`src/rtl/program_loader.sv`:
```
// Boot/restart sequencer: holds the core in reset, streams an image into program
// memory, waits a settle interval, then releases the core.
module program_loader #(
    parameter int ADDR_W        = 10,
    parameter int INSTR_W       = 16,
    parameter int SETTLE_CYCLES = 4
) (
    input  logic               clock,
    input  logic               reset,
    input  logic               start,
    input  logic               in_valid,
    input  logic [INSTR_W-1:0] in_data,
    input  logic               in_last,
    output logic               in_ready,
    output logic               pm_write,
    output logic [ADDR_W-1:0]  pm_address,
    output logic [INSTR_W-1:0] pm_data,
    output logic               core_reset,
    output logic               busy,
    output logic               error,
    output logic [ADDR_W:0]    loaded_words
);

    localparam logic [2:0] IDLE   = 3'd0;
    localparam logic [2:0] LOAD   = 3'd1;
    localparam logic [2:0] SETTLE = 3'd2;
    localparam logic [2:0] RUN    = 3'd3;
    localparam logic [2:0] ERROR  = 3'd4;

    localparam int SW = $clog2(SETTLE_CYCLES + 1);
    localparam logic [SW-1:0]   SETTLE_INIT = SW'(SETTLE_CYCLES - 1);
    localparam logic [ADDR_W:0] FULL        = {1'b1, {ADDR_W{1'b0}}};

    logic [2:0]      state;
    logic [ADDR_W:0] count;
    logic [SW-1:0]   settle_cnt;
    logic            transfer;

    assign in_ready   = (state == LOAD);
    assign busy       = (state == LOAD) || (state == SETTLE);
    assign core_reset = (state == RUN);
    assign error      = (state == ERROR);
    assign transfer   = in_valid & in_ready;

    always_ff @(posedge clock or posedge reset) begin
        if (reset) begin
            state        <= IDLE;
            count        <= '0;
            settle_cnt   <= '0;
            pm_write     <= 1'b0;
            pm_address   <= '0;
            pm_data      <= '0;
            loaded_words <= '0;
        end else begin
            pm_write <= 1'b0;
            // start overrides everything, including a same-cycle transfer
            if (start) begin
                state <= LOAD;
                count <= '0;
            end else begin
                case (state)
                    LOAD: begin
                        if (transfer) begin
                            // count can reach 2^ADDR_W; one more word is an overflow
                            if (count == FULL) begin
                                state <= ERROR;
                            end else begin
                                pm_write   <= 1'b1;
                                pm_address <= count[ADDR_W-1:0];
                                pm_data    <= in_data;
                                count      <= count + 1'b1;
                                if (in_last) begin
                                    state        <= SETTLE;
                                    loaded_words <= count + 1'b1;
                                    settle_cnt   <= SETTLE_INIT;
                                end
                            end
                        end
                    end
                    SETTLE: begin
                        if (settle_cnt == '0) begin
                            state <= RUN;
                        end else begin
                            settle_cnt <= settle_cnt - 1'b1;
                        end
                    end
                    IDLE, RUN, ERROR: ;
                    default: state <= IDLE;
                endcase
            end
        end
    end

endmodule

```
`config.mk`:
```
export PLATFORM = sky130hd
export DESIGN_NAME = program_loader
export DESIGN_NICKNAME = d
export VERILOG_FILES = /design/src/rtl/program_loader.sv
export SDC_FILE = /design/constraint.sdc
export NUM_CORES = 1
export LEC_CHECK = 0
export ABC_CLOCK_PERIOD_IN_PS = 4300
export CAP_MARGIN = 25
export CORE_UTILIZATION = 53
export DETAILED_ROUTE_END_ITERATION = 16
export GPL_TIMING_DRIVEN = 1
export PLACE_DENSITY = 0.9
export RECOVER_POWER = 100
export SLEW_MARGIN = 10
export SYNTH_ARGS = -nofsm -noshare
export SYNTH_HDL_FRONTEND = slang
export SYNTH_SLANG_ARGS = --single-unit
```
`constraint.sdc`:
```
create_clock -name clock -period 4.3 [get_ports clock]
set_input_delay 0.43 -clock clock [delete_from_list [all_inputs] [get_ports clock]]
set_output_delay 0.43 -clock clock [all_outputs]
set_load 0.005 [all_outputs]
```
# After elaboration in Yosys (flattened, before gate mapping)

Index checks and enable logic that the tools add are counted.

Register bits: 55
Bits of input ports: 21
Output and inout bits: 42
Word-level logic and storage cells: 57

Add/sub/neg operators: 2
Equality and inequality tests: 14
Multiplexer cells: 19
Bitwise logic cells: 3
Reductions and logical operators: 12

Operators with widths:

| operator                                             | count |
|---|---|
| 2-to-1 mux 11 bit                                    | 4 |
| 2-to-1 mux 3 bit                                     | 9 |
| adder 11 x 1 -> 11 bit (second input constant)       | 1 |
| equality test 11 bit (second input constant)         | 1 |
| != test 2 bit (second input constant)                | 5 |
| case mux 3 bit (3 select lines)                      | 1 |
| AND reduction 4 bit                                  | 2 |
| equality test 3 x 2 -> 1 bit (second input constant) | 2 |
| zero test 3 bit                                      | 2 |
| != test 3 x 2 -> 1 bit (second input constant)       | 2 |
| case mux 3 bit (2 select lines)                      | 1 |
| AND reduction 6 bit                                  | 1 |
| nonzero test 2 bit                                   | 3 |
| AND reduction 5 bit                                  | 1 |
| 2-to-1 mux 1 bit                                     | 4 |
| != test 4 x 3 -> 1 bit (second input constant)       | 1 |
| equality test 3 x 1 -> 1 bit (second input constant) | 1 |
| equality test 3 bit (second input constant)          | 1 |
| AND reduction 3 bit                                  | 1 |
| OR reduction 3 bit                                   | 1 |
| subtractor 3 x 1 -> 3 bit (second input constant)    | 1 |
| != test 2 x 1 -> 1 bit (second input constant)       | 1 |
| NOT 1 bit                                            | 2 |
| bitwise AND 1 bit                                    | 1 |
| logical OR 1 bit                                     | 1 |

# Logic depth before layout (Yosys ltp)

Depth after elaboration: 5
Depth in mapped cells: 7
Depth with buffers taken out: 7

# Worst setup path after synthesis

Ideal clock, no wire load.

Kind: register to register
From: register count[0]
To: register pm_data[11]
Setup time: 125 ps
Arrival time: 2081 ps
Required time: 4175 ps
Setup slack: 2095 ps
Cell stages (with the launch flop): 8
Path buffers: 1
Period minus slack after synthesis: 2205 ps
Path through: dfrtp_1 -> inv_1 -> ha_1 -> and2_1 -> and3_1 -> nor4b_4 -> buf_6 -> mux2_2

Cells in the longest elaborated chain, start to end: 3

RTL lines:

| item                          | line | RTL |
|---|---|---|
| from (decl)                   | 35   | `logic [ADDR_W:0] count;` |
| from (signal assigned)        | 71   | `count <= count + 1'b1;` |
| equality test 11 bit          | 65   | `if (count == FULL) begin` |
| NOT 1 bit (no line)           | -    |  |
| AND reduction 4 bit (no line) | -    |  |
| to (signal assigned)          | 70   | `pm_data <= in_data;` |
| to (decl)                     | 17   | `output logic [INSTR_W-1:0] pm_data,` |

No other way between the ends.
A chain may end at the register's enable or synchronous reset.

# Worst setup path in the final report

From: register count[0]
To: register pm_address[5]

Cells in the longest elaborated chain, start to end: 3

RTL lines:

| item                          | line | RTL |
|---|---|---|
| equality test 11 bit          | 65   |  |
| NOT 1 bit (no line)           | -    |  |
| AND reduction 4 bit (no line) | -    |  |
| to (signal assigned)          | 69   | `pm_address <= count[ADDR_W-1:0];` |
| to (decl)                     | 16   | `output logic [ADDR_W-1:0] pm_address,` |

No other way between the ends.

==> results by group <==
Status
  • Status: finished clean

Floorplanning
  • Die ar.: between 0.005 and 0.006 mm2
  • FP Rows: 24
  • Core ar.: approximately 0.0045 mm2
  • Starting Density: 56.94%
  • I/O pins: 63
  • Die H: 71.57 um
  • Die W: roughly 70 um

STA
  • Fmax: around 0.32 GHz
  • Least-Margin Pin Slew: between 1000 and 1500 ps
  • Period utilisation layout: 71.75%
  • Max-slew violation count: 0
  • RSZ-0062 raised after global routing: no
  • Worst Skew: around 11 ps
  • # setup viols final: 0
  • Min cycle time layout: ~3100 ps
  • Worst relative slew slack: approximately 4.6%
  • TNS Setup: 0 ps
  • Final Hold Fails: 0
  • Final WS setup: 1215 ps

Yosys
  • Synth Warn #: 0
  • Ys async rst share: between 90% and 100%
  • Post-synth net total: 250
  • Synthesized area per cell: 11.40 um2
  • Yosys reg bits: between 50 and 60
  • Dominant synthesized flop cell: dfrtp_1
  • Post-synth EDFFs: 0
  • Netlist cell types: 37
  • Post-Syn Area: 0.002565 mm2
  • Sequential share of the synthesized area: 53.66%
  • Gate Count Post-Synth: roughly 230

Clock network
  • Clk_lat worst skew: between 300 and 400 ps
  • Root Driver: clkbuf_8
  • CTS Buf Count: 5
  • CTS Sinks: 55
  • Hold buffer count at CTS: 0
  • CTS tree: yes
  • Worst-path clk slew: ~100 ps
  • Post-CTS Resized: 0
  • CTS H-tree depth: 2
  • Deepest clock path buffer count: 2
  • Postcts setup bufs: 0

Final layout
  • N_diodes: 0
  • Most common cell after layout, fill and taps aside: dfrtp_1
  • Commonest non-fill, non-tap cells in the layout: dfrtp_1, dlygate4sd3_1, mux2_2
  • Share of cells above drive strength 1: about 14%
  • Final nets: 306
  • Area delta synth->final: 27.76%
  • Final instance area: roughly 0.0033 mm2

GRT
  • First-pass GRT wire length: about 8 mm
  • Initial antenna violation count: 0
  • Grt ovf: 0
  • Largest net degree at the start of global routing: 56
  • Total GRT Usage: about a fifth
  • Vias in the first global route: ~1,800

Route
  • DR DRC count: 0
  • Via count: ~1,900
  • Vias per cell: 5.560
  • Starting DRT DRC Count: slightly below 100
  • Drt first pass iters: 4
  • DR WL/cell: between 10 and 15 um
  • Detail Route Antenna Nets: 0
  • WL final: 4.905 mm

Placed design
  • Detailed placement HPWL: between 3 and 4 mm
  • Routability Congestion: 0.8115
  • Port Buffers: between 60 and 70
  • Pre-CTS setup slack: 1716 ps
  • DP Area: between 0.003 and 0.004 mm2

Worst setup path
  • Critical path fanouts, max: 27
  • Worst Setup Start Kind: flip-flop
  • Worst setup path category: flip-flop to flip-flop
  • Worst Path Arrival: around 3300 ps
  • Required @ worst endpoint: 4500 ps
  • Setup crit end kind: flip-flop
  • Register-to-register setup slack: 1210 ps

Job
  • Max_cap viols: 0

Worst hold path
  • Hold Path Class: flip-flop to flip-flop

Power
  • Power density cells: between 400 and 500 mW/mm2
  • LEAKAGE: 1.410 nW
  • Peak VDD IR: 311.9 uV
-- synth_stat cells (4+ instances only) --
cell / instances / area [um2]
a21oi_1: 12 / 60.06
o21ai_0: 4 / 20.02
nor2_1: 24 / 90.09
buf_2: 4 / 20.02
inv_1: 12 / 45.04
nor3_1: 6 / 30.03
mux2_2: 27 / 304.0
clkbuf_1: 6 / 22.52
dfrtp_1: 55 / 1376
nand2_1: 8 / 30.03
ha_1: 4 / 50.05
xnor2_1: 14 / 122.6
-- final cells by class --
| cell class | instances | area (um2) |
|---|---|---|
| Clock buffer | 6 | 82.58 |
| Tap cell | 52 | 65.06 |
| Sequential cell | 55 | 1376 |
| Inverter | 12 | 45.04 |
| Multi-Input combinational cell | 142 | 1056 |
| Fill cell | 331 | 1227 |
| Clock inverter | 2 | 16.27 |
| Timing Repair Buffer | 65 | 635.6 |
-- power by group --
part,total [mW],internal (mW),switching (mW)
Clock,0.299,0.132,0.168
Combinational,0.403,0.250,0.152
Sequential,0.688,0.627,0.0611
-- metal layers --
layer	vias up	global-route usage, %	wire (um)
met5	-	0	0
met4	0	8.715	61
met3	4	5.204	322
met2	66	33.97	2361
met1	899	26.84	2160
li1	888	-	-
-- worst paths after layout --
kind | end | startpoint | cells after the start
worst max-delay path | pm_address[5] | count[0] | 7
worst min-delay path | pm_data[10] | pm_data[10] | 1
worst max register to register | pm_address[5] | count[0] | 7
worst min register to register | pm_data[10] | pm_data[10] | 1
max in group asynchronous | loaded_words[7] | reset | 3
min in group asynchronous | state[2] | reset | 3
-- cells by family after synthesis --
| logic type | share of synthesized area (%) |
|---|---|
| AND/OR/NAND/NOR | 12.93 |
| multiplexers | 13.95 |
| AO/OA/AOI/OAI | 7.220 |
| buffers and inverters | 5.170 |
| adder cells (fa/ha/maj) | 1.951 |
| flip-flops | 53.66 |
| XOR/XNOR | 5.122 |
-- stage by stage --
step	std cells	hold WS (ps)	util, %	total power, mW
floorplan	225	482.8	-	0.8925
global placement	326	466.4	70.86	1.135
detailed placement	326	474.3	70.86	1.151
CTS	334	496.8	73.06	1.452
global route	334	509.6	72.75	1.477
finish	334	486.6	72.75	1.390
-- critical path, stage by stage, from the launching register on --
cell and delay (ps):
dfrtp_1 480, inv_1 90, ha_1 210, and2_0 210, and3_1 230, nor4b_4 250
clkbuf_1 1070, mux2_2 440
-- registers in the layout (all words and copies together) (netlist names) --
register / count
pm_address: 10
count: 11
pm_data: 16
state: 3
loaded_words: 11
settle_cnt: 3
pm_write: 1
(Power assumes the default switching activity.)
